`config.mk`:
```
export PLATFORM = sky130hd
export DESIGN_NAME = alu_issue_unit
export DESIGN_NICKNAME = d
export VERILOG_FILES = /design/src/rtl/alu_issue_unit.sv
export SDC_FILE = /design/constraint.sdc
export NUM_CORES = 1
export LEC_CHECK = 0
export CAP_MARGIN = 20
export CORE_MARGIN = 2
export CORE_UTILIZATION = 30
export DETAILED_ROUTE_END_ITERATION = 8
export GPL_ROUTABILITY_DRIVEN = 1
export PLACE_DENSITY_LB_ADDON = 0.2
export SKIP_CTS_REPAIR_TIMING = 1
export SLEW_MARGIN = 20
export SYNTH_ARGS = -nofsm -noshare
export SYNTH_HDL_FRONTEND = slang
export SYNTH_SLANG_ARGS = --single-unit
```
`constraint.sdc`:
```
create_clock -name clk -period 4 [get_ports clk]
set_input_delay 0.8 -clock clk [delete_from_list [all_inputs] [get_ports clk]]
set_output_delay 0.8 -clock clk [all_outputs]
set_load 0.005 [all_outputs]
```
`src/rtl/alu_issue_unit.sv`:
```
// alu_issue_unit: EX-stage issue/collect wrapper around a clocked 32-bit ALU.
// Accepts one decoded MIPS instruction per in_valid/in_ready handshake. It decodes
// opcode/funct into ALU control, operands and shift amount, waits out the ALU latency
// and captures the result. It then flags signed overflow on trapping ops and holds
// result, destination and status on the out_* side until out_ready.
// Ports:
//   clk, rst_n (async, active low), flush (sync abort)
//   in_valid/in_ready + instruction fields in_opcode/in_funct/in_shamt/in_rt/in_rd,
//     operand values in_rs_data/in_rt_data, immediate in_imm
//   alu_data1/alu_data2/alu_control/alu_shamt -> ALU, alu_result <- ALU
//   out_valid/out_ready + out_result/out_dest/out_wr_en/out_overflow/out_illegal
// Only one operation is in flight at a time.
module alu_issue_unit #(
  parameter int unsigned ALU_LAT = 1,
  parameter bit          TRAP_EN = 1'b1
) (
  input  logic        clk,
  input  logic        rst_n,
  input  logic        flush,
  input  logic        in_valid,
  output logic        in_ready,
  input  logic [5:0]  in_opcode,
  input  logic [5:0]  in_funct,
  input  logic [4:0]  in_shamt,
  input  logic [4:0]  in_rt,
  input  logic [4:0]  in_rd,
  input  logic [31:0] in_rs_data,
  input  logic [31:0] in_rt_data,
  input  logic [15:0] in_imm,
  output logic [31:0] alu_data1,
  output logic [31:0] alu_data2,
  output logic [3:0]  alu_control,
  output logic [4:0]  alu_shamt,
  input  logic [31:0] alu_result,
  output logic        out_valid,
  input  logic        out_ready,
  output logic [31:0] out_result,
  output logic [4:0]  out_dest,
  output logic        out_wr_en,
  output logic        out_overflow,
  output logic        out_illegal
);

  localparam int unsigned CntW = (ALU_LAT > 1) ? $clog2(ALU_LAT + 1) : 1;

  localparam logic [3:0] CtrlAdd  = 4'b0000;
  localparam logic [3:0] CtrlSub  = 4'b0001;
  localparam logic [3:0] CtrlAnd  = 4'b0010;
  localparam logic [3:0] CtrlOr   = 4'b0011;
  localparam logic [3:0] CtrlSll  = 4'b0100;
  localparam logic [3:0] CtrlSrl  = 4'b0101;
  localparam logic [3:0] CtrlSra  = 4'b0110;
  localparam logic [3:0] CtrlLess = 4'b1000;
  localparam logic [3:0] CtrlNor  = 4'b1001;

  typedef enum logic [1:0] {StIdle, StExec, StWait, StDone} state_e;

  state_e         state_q, state_d;
  logic [CntW-1:0] cnt_q, cnt_d;
  logic           ready_q, ready_d;
  logic [31:0]    alu_data1_q, alu_data1_d;
  logic [31:0]    alu_data2_q, alu_data2_d;
  logic [3:0]     alu_control_q, alu_control_d;
  logic [4:0]     alu_shamt_q, alu_shamt_d;
  logic           trap_q, trap_d;
  logic           sub_q, sub_d;
  logic [31:0]    out_result_q, out_result_d;
  logic [4:0]     out_dest_q, out_dest_d;
  logic           out_wr_en_q, out_wr_en_d;
  logic           out_overflow_q, out_overflow_d;
  logic           out_illegal_q, out_illegal_d;

  // Decoded view of the instruction currently on the in_* port.
  logic        dec_legal;
  logic [3:0]  dec_ctrl;
  logic [31:0] dec_d1, dec_d2;
  logic [4:0]  dec_shamt, dec_dest;
  logic        dec_trap, dec_sub;
  logic [31:0] imm_sext, imm_zext;

  assign imm_sext = {{16{in_imm[15]}}, in_imm};
  assign imm_zext = {16'h0000, in_imm};

  always_comb begin
    dec_legal = 1'b1;
    dec_ctrl  = CtrlAdd;
    dec_d1    = in_rs_data;
    dec_d2    = in_rt_data;
    dec_shamt = 5'd0;
    dec_dest  = in_rd;
    dec_trap  = 1'b0;
    dec_sub   = 1'b0;
    if (in_opcode == 6'b000000) begin
      case (in_funct)
        6'b100000: begin dec_ctrl = CtrlAdd; dec_trap = 1'b1; end
        6'b100001: dec_ctrl = CtrlAdd;
        6'b100010: begin dec_ctrl = CtrlSub; dec_trap = 1'b1; dec_sub = 1'b1; end
        6'b100011: begin dec_ctrl = CtrlSub; dec_sub = 1'b1; end
        6'b100100: dec_ctrl = CtrlAnd;
        6'b100101: dec_ctrl = CtrlOr;
        6'b100111: dec_ctrl = CtrlNor;
        6'b101010: dec_ctrl = CtrlLess;
        6'b000000, 6'b000010, 6'b000011: begin
          // Shifts operate on rt; rs is not a source.
          dec_ctrl  = (in_funct == 6'b000000) ? CtrlSll :
                      (in_funct == 6'b000010) ? CtrlSrl : CtrlSra;
          dec_d1    = in_rt_data;
          dec_d2    = 32'h0;
          dec_shamt = in_shamt;
        end
        default: dec_legal = 1'b0;
      endcase
    end else begin
      dec_dest = in_rt;
      case (in_opcode)
        6'b001000: begin dec_ctrl = CtrlAdd;  dec_d2 = imm_sext; dec_trap = 1'b1; end
        6'b001001: begin dec_ctrl = CtrlAdd;  dec_d2 = imm_sext; end
        6'b001010: begin dec_ctrl = CtrlLess; dec_d2 = imm_sext; end
        6'b001100: begin dec_ctrl = CtrlAnd;  dec_d2 = imm_zext; end
        6'b001101: begin dec_ctrl = CtrlOr;   dec_d2 = imm_zext; end
        default:   dec_legal = 1'b0;
      endcase
    end
  end

  // Signed overflow of the captured result against the operands the ALU actually saw.
  logic ovf_raw;
  always_comb begin
    if (sub_q) begin
      ovf_raw = (alu_data1_q[31] != alu_data2_q[31]) && (alu_result[31] != alu_data1_q[31]);
    end else begin
      ovf_raw = (alu_data1_q[31] == alu_data2_q[31]) && (alu_result[31] != alu_data1_q[31]);
    end
  end

  always_comb begin
    state_d        = state_q;
    cnt_d          = cnt_q;
    alu_data1_d    = alu_data1_q;
    alu_data2_d    = alu_data2_q;
    alu_control_d  = alu_control_q;
    alu_shamt_d    = alu_shamt_q;
    trap_d         = trap_q;
    sub_d          = sub_q;
    out_result_d   = out_result_q;
    out_dest_d     = out_dest_q;
    out_wr_en_d    = out_wr_en_q;
    out_overflow_d = out_overflow_q;
    out_illegal_d  = out_illegal_q;

    unique case (state_q)
      StIdle: begin
        if (in_valid && ready_q && !flush) begin
          out_result_d   = 32'h0;
          out_dest_d     = dec_dest;
          out_wr_en_d    = 1'b0;
          out_overflow_d = 1'b0;
          out_illegal_d  = !dec_legal;
          if (dec_legal) begin
            alu_data1_d   = dec_d1;
            alu_data2_d   = dec_d2;
            alu_control_d = dec_ctrl;
            alu_shamt_d   = dec_shamt;
            trap_d        = dec_trap;
            sub_d         = dec_sub;
            cnt_d         = CntW'(ALU_LAT);
            state_d       = StExec;
          end else begin
            state_d = StDone;
          end
        end
      end
      StExec: begin
        // The first EXEC cycle is the ALU's operand sample edge, so EXEC spans
        // ALU_LAT+1 cycles before the result is guaranteed valid in WAIT.
        if (cnt_q == '0) begin
          state_d = StWait;
        end else begin
          cnt_d = cnt_q - CntW'(1);
        end
      end
      StWait: begin
        out_result_d   = alu_result;
        out_overflow_d = TRAP_EN && trap_q && ovf_raw;
        out_wr_en_d    = (out_dest_q != 5'd0) && !(TRAP_EN && trap_q && ovf_raw);
        state_d        = StDone;
      end
      StDone: begin
        if (out_ready) begin
          state_d = StIdle;
        end
      end
      default: state_d = StIdle;
    endcase

    if (flush) begin
      state_d        = StIdle;
      cnt_d          = '0;
      out_result_d   = 32'h0;
      out_dest_d     = 5'd0;
      out_wr_en_d    = 1'b0;
      out_overflow_d = 1'b0;
      out_illegal_d  = 1'b0;
    end
  end

  // in_ready is registered so it reads 0 during reset and rises on the first edge after release.
  assign ready_d = (state_d == StIdle);

  always_ff @(posedge clk or negedge rst_n) begin
    if (!rst_n) begin
      state_q        <= StIdle;
      cnt_q          <= '0;
      ready_q        <= 1'b0;
      alu_data1_q    <= 32'h0;
      alu_data2_q    <= 32'h0;
      alu_control_q  <= 4'h0;
      alu_shamt_q    <= 5'd0;
      trap_q         <= 1'b0;
      sub_q          <= 1'b0;
      out_result_q   <= 32'h0;
      out_dest_q     <= 5'd0;
      out_wr_en_q    <= 1'b0;
      out_overflow_q <= 1'b0;
      out_illegal_q  <= 1'b0;
    end else begin
      state_q        <= state_d;
      cnt_q          <= cnt_d;
      ready_q        <= ready_d;
      alu_data1_q    <= alu_data1_d;
      alu_data2_q    <= alu_data2_d;
      alu_control_q  <= alu_control_d;
      alu_shamt_q    <= alu_shamt_d;
      trap_q         <= trap_d;
      sub_q          <= sub_d;
      out_result_q   <= out_result_d;
      out_dest_q     <= out_dest_d;
      out_wr_en_q    <= out_wr_en_d;
      out_overflow_q <= out_overflow_d;
      out_illegal_q  <= out_illegal_d;
    end
  end

  assign in_ready     = ready_q;
  assign alu_data1    = alu_data1_q;
  assign alu_data2    = alu_data2_q;
  assign alu_control  = alu_control_q;
  assign alu_shamt    = alu_shamt_q;
  assign out_valid    = (state_q == StDone);
  assign out_result   = out_result_q;
  assign out_dest     = out_dest_q;
  assign out_wr_en    = out_wr_en_q;
  assign out_overflow = out_overflow_q;
  assign out_illegal  = out_illegal_q;

endmodule

```
After elaboration in Yosys (flattened, before gate mapping)
Index checks and enable logic that the tools add are counted.
{"block": "word_totals", "regBits": 119, "in_bits": 144, "out_inout_bits": 115, "wordCells": 114}
{"block": "op_classes", "n_addsub": 1, "n_eq_ne": 23, "n_mux": 47, "n_reduce_logical": 29}
{"op": "$mux 32", "n": 6}
{"op": "$pmux 32 s2", "n": 2}
{"op": "$eq 6x6->1 const B", "n": 8}
{"op": "$eq 6x4->1 const B", "n": 5}
{"op": "$mux 5", "n": 6}
{"op": "$pmux 4 s6", "n": 1}
{"op": "$mux 1", "n": 19}
{"op": "$mux 2", "n": 7}
{"op": "$eq 6x2->1 const B", "n": 2}
{"op": "$logic_not 6->1", "n": 2}
{"op": "$pmux 4 s3", "n": 1}
{"op": "$reduce_or 11->1", "n": 1}
{"op": "$pmux 2 s4", "n": 1}
{"op": "$logic_and 1x1->1", "n": 6}
{"op": "$ne 3x3->1 const B", "n": 2}
{"op": "$pmux 1 s2", "n": 3}
{"op": "$reduce_and 3->1", "n": 2}
{"op": "$reduce_bool 3->1", "n": 2}
{"op": "$reduce_or 2->1", "n": 3}
{"op": "$reduce_or 3->1", "n": 2}
{"op": "$reduce_bool 5->1", "n": 1}
{"op": "$reduce_or 5->1", "n": 1}
{"op": "$eq 2x2->1 const B", "n": 2}
{"op": "$logic_not 2->1", "n": 2}
{"op": "8 further kinds", "n": 13}

Logic depth before layout (Yosys ltp)
Gate-level depths: netlist of run 1.
{"block": "logic_depth", "depth_word": 9, "mapped_depth": 8, "ltp_nobuf": 5}

Worst setup path before layout of run 1
Ideal clock, no wire load.
{"block": "synth_timing", "path_type": "input to register", "start": "in in_funct[2]", "end": "reg alu_data1_q[13] (netlist: alu_data1[13])", "setup_ns": 0.127, "arrival_ns": 2.519, "required_time_ns": 3.873, "path_slack_ns": 1.354, "stages": 7, "path_buffers": 2, "path_cell_list": "buf_2 > nor4_1 > o21ai_1 > nor2_2 > buf_2 > mux2_2 > mux2_1"}
{"block": "synth_between", "elab_chain_cells": 5, "elab_cells_between_ends": 18, "classes_between": "10 x eq/ne; 4 x mux; 4 x reduce/logical"}
{"item": "from (decl)", "line": "23", "source": "input logic [5:0] in_funct,"}
{"item": "$eq 6x2->1 (tied with other cells)", "line": "94", "source": "case (in_funct)"}
{"item": "$reduce_or 11->1 (no line)"}
{"item": "$mux 1", "line": "94"}
{"item": "$mux 1", "line": "93", "source": "if (in_opcode == 6'b000000) begin"}
{"item": "$reduce_and 3->1 (no line)"}
{"item": "to (signal assigned)", "line": "230", "source": "alu_data1_q <= alu_data1_d;"}
{"item": "to (decl)", "line": "61", "source": "logic [31:0] alu_data1_q, alu_data1_d;"}
Parallel ways exist; a longest one is shown, timed or not.
A chain may end at the register's enable or synchronous reset.

Worst setup path in the final report of run 1
{"block": "layout_timing", "start": "in in_funct[1]", "end": "reg alu_data2_q[29] (netlist: alu_data2[29])"}
{"block": "layout_between", "elab_chain_cells": 5, "elab_cells_between_ends": 18, "classes_between": "10 x eq/ne; 4 x mux; 4 x reduce/logical"}
{"item": "$eq 6x2->1 (tied with other cells)", "line": "94"}
{"item": "$reduce_or 11->1 (no line)"}
{"item": "$mux 1", "line": "94"}
{"item": "$mux 1", "line": "93"}
{"item": "$reduce_and 3->1 (no line)"}
{"item": "to (signal assigned)", "line": "231", "source": "alu_data2_q <= alu_data2_d;"}
{"item": "to (decl)", "line": "62", "source": "logic [31:0] alu_data2_q, alu_data2_d;"}
Parallel ways exist; a longest one is shown, timed or not.

==> results of run 1 <==
## cell usage after synthesis
cell / number / area share [%]
a32o_1: 1 / 0.18
or3b_2: 1 / 0.16
a22o_1: 32 / 5.0
a2111o_1: 1 / 0.20
a311o_1: 1 / 0.18
clkbuf_1: 16 / 1.1
or3b_1: 1 / 0.16
buf_1: 1 / 0.067
nor2_2: 1 / 0.11
a211o_1: 2 / 0.31
mux2_2: 88 / 18
a21oi_2: 1 / 0.16
inv_1: 10 / 0.67
nor3b_1: 1 / 0.13
o31ai_1: 2 / 0.27
buf_6: 5 / 1.0
buf_4: 1 / 0.13
o41ai_1: 1 / 0.16
mux2i_1: 11 / 2.0
xor2_1: 1 / 0.16
a21oi_1: 40 / 3.6
a31oi_1: 1 / 0.11
o21ai_1: 1 / 0.089
nand3_1: 1 / 0.089
a21o_1: 5 / 0.67
nand2_1: 66 / 4.4
buf_2: 9 / 0.80
dfrtp_1: 119 / 53
a32oi_1: 1 / 0.16
nand2b_1: 2 / 0.22
nor3_1: 2 / 0.18
nor2_1: 11 / 0.74
or4_1: 1 / 0.13
or2_2: 2 / 0.22
nor4_1: 3 / 0.33
o22ai_1: 1 / 0.11
mux2_1: 14 / 2.8
and2_1: 1 / 0.11
nand3b_1: 2 / 0.27
o21ai_0: 24 / 2.1
## final cells by class
class / instances / area share, %
Clock buffer: 20 / 4.93
Clock inverter: 12 / 1.95
Tap cell: 234 / 3.23
Timing Repair Buffer: 267 / 29.6
Inverter: 10 / 0.414
Sequential cell: 119 / 32.8
Multi-Input combinational cell: 323 / 27.0
## through the flow
| stage | area [sq um] | power (mW) | util [%] | setup slack, ns |
|---|---|---|---|---|
| 2_1_floorplan | 5610 | 1.75 | - | 1.35 |
| 3_3_place_gp | 8440 | 2.35 | 45.6 | 0.657 |
| 3_5_place_dp | 8440 | 2.37 | 45.6 | 0.576 |
| 4_1_cts | 9070 | 4.01 | 49.0 | 1.01 |
| 5_1_grt | 9070 | 4.15 | 49.0 | 0.858 |
| 6_report | 9070 | 3.95 | 49.0 | 0.965 |
## power groups by stage
stage	sequential [mW]	clock, mW	combinational [mW]
after detailed placement	1.50	0	0.864
after global routing	1.51	1.72	0.919
final	1.48	1.61	0.854
after CTS	1.49	1.66	0.868
after floorplan	1.51	0	0.244
after global placement	1.49	0	0.851
## path summary, 6_finish.rpt
path / start / to / slack (ns)
min in group clk: out_wr_en / out_wr_en / 0.48
worst max-delay path: in_funct[1] / alu_data2[29] / 0.97
worst max register to register: state_q[0] / alu_data2[29] / 1.79
worst min register to register: out_wr_en / out_wr_en / 0.48
worst min-delay path: rst_n / out_result[14] / 0.43
max in group asynchronous: rst_n / alu_data1[22] / 2.73
## metal layers
layer	GRT usage [%]	wire (microns)	vias to the layer above
met5	0	0	-
met4	5.11	224	0
met3	6.66	1480	16
met2	27.9	7940	184
met1	21.4	7430	2317
li1	-	-	2243
## cell families (layout without fill, tap and decap cells)
| family | count (synthesis) | after routing | synth area share [%] |
|---|---|---|---|
| flops | 119 | 119 | 53.1 |
| compound gates | 114 | 114 | 13.3 |
| mux | 113 | 113 | 22.4 |
| simple gates | 95 | 95 | 7.27 |
| buf+inv | 42 | 309 | 3.75 |
| xor+xnor | 1 | 1 | 0.156 |
## worst max-delay path, delay by kind of cell
| family | cells | cell delay (ns) |
|---|---|---|
| AO/OA/AOI/OAI | 3 | 0.87 |
| AND/OR/NAND/NOR | 1 | 0.15 |
| multiplexers | 1 | 0.39 |
| buffers and inverters | 2 | 1.08 |
## sequential cells by signal, indices dropped and copies added, names as in the netlist, 2 cells and up
name and count:
state_q 2, out_dest 5, alu_shamt 5, alu_data2 32, out_result 32, alu_data1 32
alu_control 4
==> metrics.md, run 1 <==
| Metric | Value |
|---|---|
| Ys Warns | 0 |
| DR DRC count | 0 |
| Layout cells sized above 1 | 18.1% |
| Commonest non-fill, non-tap cells in the layout | 257 x clkdlybuf4s50_1, 119 x dfrtp_1, 88 x mux2_2 |
| Min Hold Slack | 0.429 ns |
| Clock share of power | between 40% and 50% |
| CP Data Arrival Time | 3.32 ns |
| Syn Std Cell Area | roughly 5600 sq um |
| Syn Nets | 628 |
| Die Y | 141 microns |
| Switching fraction of total power | 23.7% |
| Worst relative slew slack | 38.4% |
| CP endpoint kind | flip-flop |
| Final Hold Vio Count | 0 |
| H-tree levels | 4 |
| Min cycle time layout | 3.03 ns |
| Status | finished, final reports clean |
| Diodes inserted | 0 |
| Nets@finish | between 800 and 900 |
| Clock root cell | clkbuf_16 |
| Max_cap viols | 0 |
| Vias | 4760 |
| CTS Buffer Depth | 2 |
| Die Area | slightly below 20000 sq um |
| Total negative setup slack | 0 ns |
| Final setup fails | 0 |
| R2R cell count | 5 |
| Slowest stage delay, CP | 0.62 ns |
| Synth Area per Inst | about 12 sq um |
| Hold Crit Class | primary input to asynchronous set/reset pin |
| Sequential area share after synthesis | about 53% |
| Grt total ovfl | 0 |
| Largest net degree at the start of global routing | 70 |
| Port Buf Inserts | roughly 260 |
| Post-Place Cells | 953 |
| Reg area | 2980 sq um |
| Switching pwr | 935 uW |
| Initial antenna violation count | 0 |
| CORE AREA | 18500 sq um |
| Max Clock Freq | 330 MHz |
| Area of the multi-input gates | 2450 sq um |
| LEAKAGE | 3.98 nW |
| Filler cells | approximately 1700 |
| Flops & latches, synth | 119 |
| Fin crit share | 75.9% |
| Vias in the first global route | 4909 |
| Die W | approximately 140 microns |
| Setup CP Type | primary input to flip-flop |
| Routed wire length | between 15000 and 20000 microns |
| Comb power frac | 21.6% |
| Initial cell density of the core | 30.3% |
| Initial DRC Count | 197 |
| Tightest Pin Transition | 0.923 ns |
| Detail-routed via count per cell | 4.83 |
| Final std cells w/o fill | 985 |
| Pint | 3.01 mW |
| RSZ-0062 raised after global routing | false |
| Pwr Density | around 440 nW/um^2 |
| Synth cell types | 40 |
| Most common cell after layout, fill and taps aside | clkdlybuf4s50_1 |
| Clk slew on worst S/H paths | 0.06 ns |
| Clock skew | 0.00864 ns |
| CP required | ~4.3 ns |
| ANT nets after route | 0 |
| CP max-delay cell | clkdlybuf4s50_1 |
| Total I/O pin count | 259 |
| TritonCTS Buffers | 17 |
| Register share of total power | 37.6% |
| First-pass GRT wire length | 26700 microns |
| Final Max Slew Viols | 0 |
| CP Max Fanout | 37 |
| TritonCTS clock tree | built |
| Peak VDD IR | between 200 and 300 uV |
| Cell Chain, Critical Path | clkdlybuf4s50_1 -> nand2_1 -> a211o_1 -> a311o_1 -> a21oi_4 -> buf_4 -> mux2_2 |
| Drt pass-1 iters | 4 |
| GP Congestion | 0.804 |
| Rows | 50 |
| Gr usage total | between 10% and 20% |
| Critical Path Source Type | primary input |
| Area Overhead vs Synth | 61.6% |
| Routed WL per cell | 17.3 microns |
| Clock insertion delay at the later pin of the skew report | between 0.4 and 0.5 ns |
| DP HPWL | 12300 microns |
| CTS sink count | 119 |
| Syn Inst Count | 484 |
Note: power is estimated with default switching activity, not from simulation.
==> inputs of run 2 (changes only) <==
clock period = 3.06 ns   (was 4 ns; I/O delays follow)
==> run 2 against run 1 <==
  * Power up 24%
  * Utilization is essentially flat
  * Routed wire length up 0.49%
  * Worst hold slack lost 0.20 ns
  * Die area unchanged
  * Worst setup slack lost 0.71 ns
  * Clock power increased by 14%
==> metrics.md, run 2 (same netlist as run 1, synthesis figures left out) <==
| Metric | Value |
|---|---|
| Initial DRC Count | approximately 190 |
| Switching fraction of total power | around a quarter |
| Register share of total power | 39.6% |
| Peak VDD IR | 355 uV |
| CP required | 3.35 ns |
| CTS Buffer Depth | 2 |
| Vias | 4735 |
| Setup CP Type | primary input to flip-flop |
| Port Buf Inserts | 258 |
| Area Overhead vs Synth | 61.8% |
| CORE AREA | 18500 sq um |
| Pwr Density | 541 nW/um^2 |
| Comb power frac | 23.0% |
| Place WS | -0.140 ns |
| H-tree levels | 4 |
| Diodes inserted | 0 |
| Rows | 50 |
| Detail-routed via count per cell | 4.77 |
| Clock root cell | clkbuf_16 |
| Most used routing layer | met2 |
| DR DRC count | 0 |
| DP HPWL | 12400 microns |
| Placement Cell Area | 8520 sq um |
| Final Hold Vio Count | 0 |
| Fin crit share | 91.7% |
| Switching pwr | 1.21 mW |
| Largest net degree at the start of global routing | 73 |
| Post-Place Cells | 961 |
| Met2 track demand over resource | 28.0% |
| LEAKAGE | around 4.0 nW |
| Min Hold Slack | 0.226 ns |
| Die Area | 19800 sq um |
| Nets@finish | slightly below 900 |
| Hold Crit Class | primary input to asynchronous set/reset pin |
| GP Congestion | approximately 0.80 |
| Final std cells w/o fill | 993 |
| Total I/O pin count | between 200 and 300 |
| Tightest Pin Transition | ~0.66 ns |
| Final core utilization | 49.0% |
| Grt total ovfl | 0 |
| RSZ-0062 raised after global routing | false |
| Die W | approximately 140 microns |
| Drt pass-1 iters | 4 |
| Max_cap viols | 0 |
| Routed wire length | 17200 microns |
| Final Max Slew Viols | 0 |
| TritonCTS clock tree | built |
| Pint | between 3 and 4 mW |
| Initial cell density of the core | between 30% and 40% |
| CP endpoint kind | flip-flop |
| Clock skew | 0.00935 ns |
| Die Y | 141 microns |
| Routed WL per cell | 17.3 microns |
| Final worst setup slack | 0.254 ns |
| Worst relative slew slack | 56.0% |
| Initial antenna violation count | 2 |
| CP Max Fanout | 39 |
| Status | finished, final reports clean |
| Final setup fails | 0 |
| CP Data Arrival Time | 3.10 ns |
| ANT nets after route | 0 |
| First-pass GRT wire length | around 27000 microns |
| Layout cells sized above 1 | around a fifth |
| Commonest non-fill, non-tap cells in the layout | 257 x clkdlybuf4s50_1, 119 x dfrtp_1, 88 x mux2_2 |
| Most common cell after layout, fill and taps aside | clkdlybuf4s50_1 |
| Critical Path Source Type | primary input |
| Clock share of power | between 30% and 40% |
| Met3 Track Usage GR | 6.25% |
| Vias in the first global route | between 4000 and 5000 |
| Min cycle time layout | 2.81 ns |
| TritonCTS Buffers | 17 |
| CTS sink count | 119 |
| Clk slew on worst S/H paths | 0.06 ns |
| Max Clock Freq | roughly 360 MHz |
| Met1 usage | 22.0% |
| Gr usage total | 17.4% |
| Design area | 9070 sq um |
| Clock insertion delay at the later pin of the skew report | just over 0.4 ns |
==> run 2: changes by cell type in the layout (fill, tap and decap cells not counted), sizes merged <==
cell,delta
buf,+8
bufinv,-3
clkinvlp,+3
==> run 2: area by class of cell <==
type,instances,area [sq um]
well taps,234,293
inverters,10,37.5
fillers,1676,9440
repair buffers,275,2770
clock buffers,20,447
multi-input cells,323,2440
flip-flops and latches,119,2980
clock inverters,12,105
==> run 2: final timing paths <==
path	slack [ns]	to	from	cells past startpoint
min reg2reg	0.48	out_wr_en	out_wr_en	1
max reg2reg	1.04	alu_data2[1]	state_q[0]	5
max	0.25	alu_data2[1]	in_opcode[1]	7
min	0.23	alu_data1[14]	rst_n	1
min in group clk	0.48	out_wr_en	out_wr_en	1
max in group asynchronous	2.00	alu_data2[22]	rst_n	2
==> run 2: critical path: stages <==
cell and delay (ns):
clkdlybuf4s50_1 0.42, nor4_1 0.56, nand2_1 0.20, a311o_1 0.43, a21oi_4 0.22, buf_12 0.26, mux2_2 0.37
==> run 2: power by group through the flow <==
stage / registers [mW] / clock network (mW) / logic [mW]
after detailed placement: 1.97 / 0 / 1.14
after global placement: 1.96 / 0 / 1.12
final: 1.94 / 1.83 / 1.13
after floorplan: 1.97 / 0 / 0.319
after global routing: 1.97 / 1.99 / 1.22
after CTS: 1.95 / 1.90 / 1.15
==> run 2: metal layers <==
metal  vias up  share of wire (%)
li1       2261                  -
met1      2280                 44
met2       172                 47
met3        18                7.4
met4         4                1.3
met5         -               0.16
==> run 2: through the flow <==
step | TNS (ns) | total power, mW
after floorplan | 0 | 2.29
after global placement | -8.06 | 3.08
after detailed placement | -8.16 | 3.11
after CTS | 0 | 4.99
after global routing | 0 | 5.18
final | 0 | 4.91
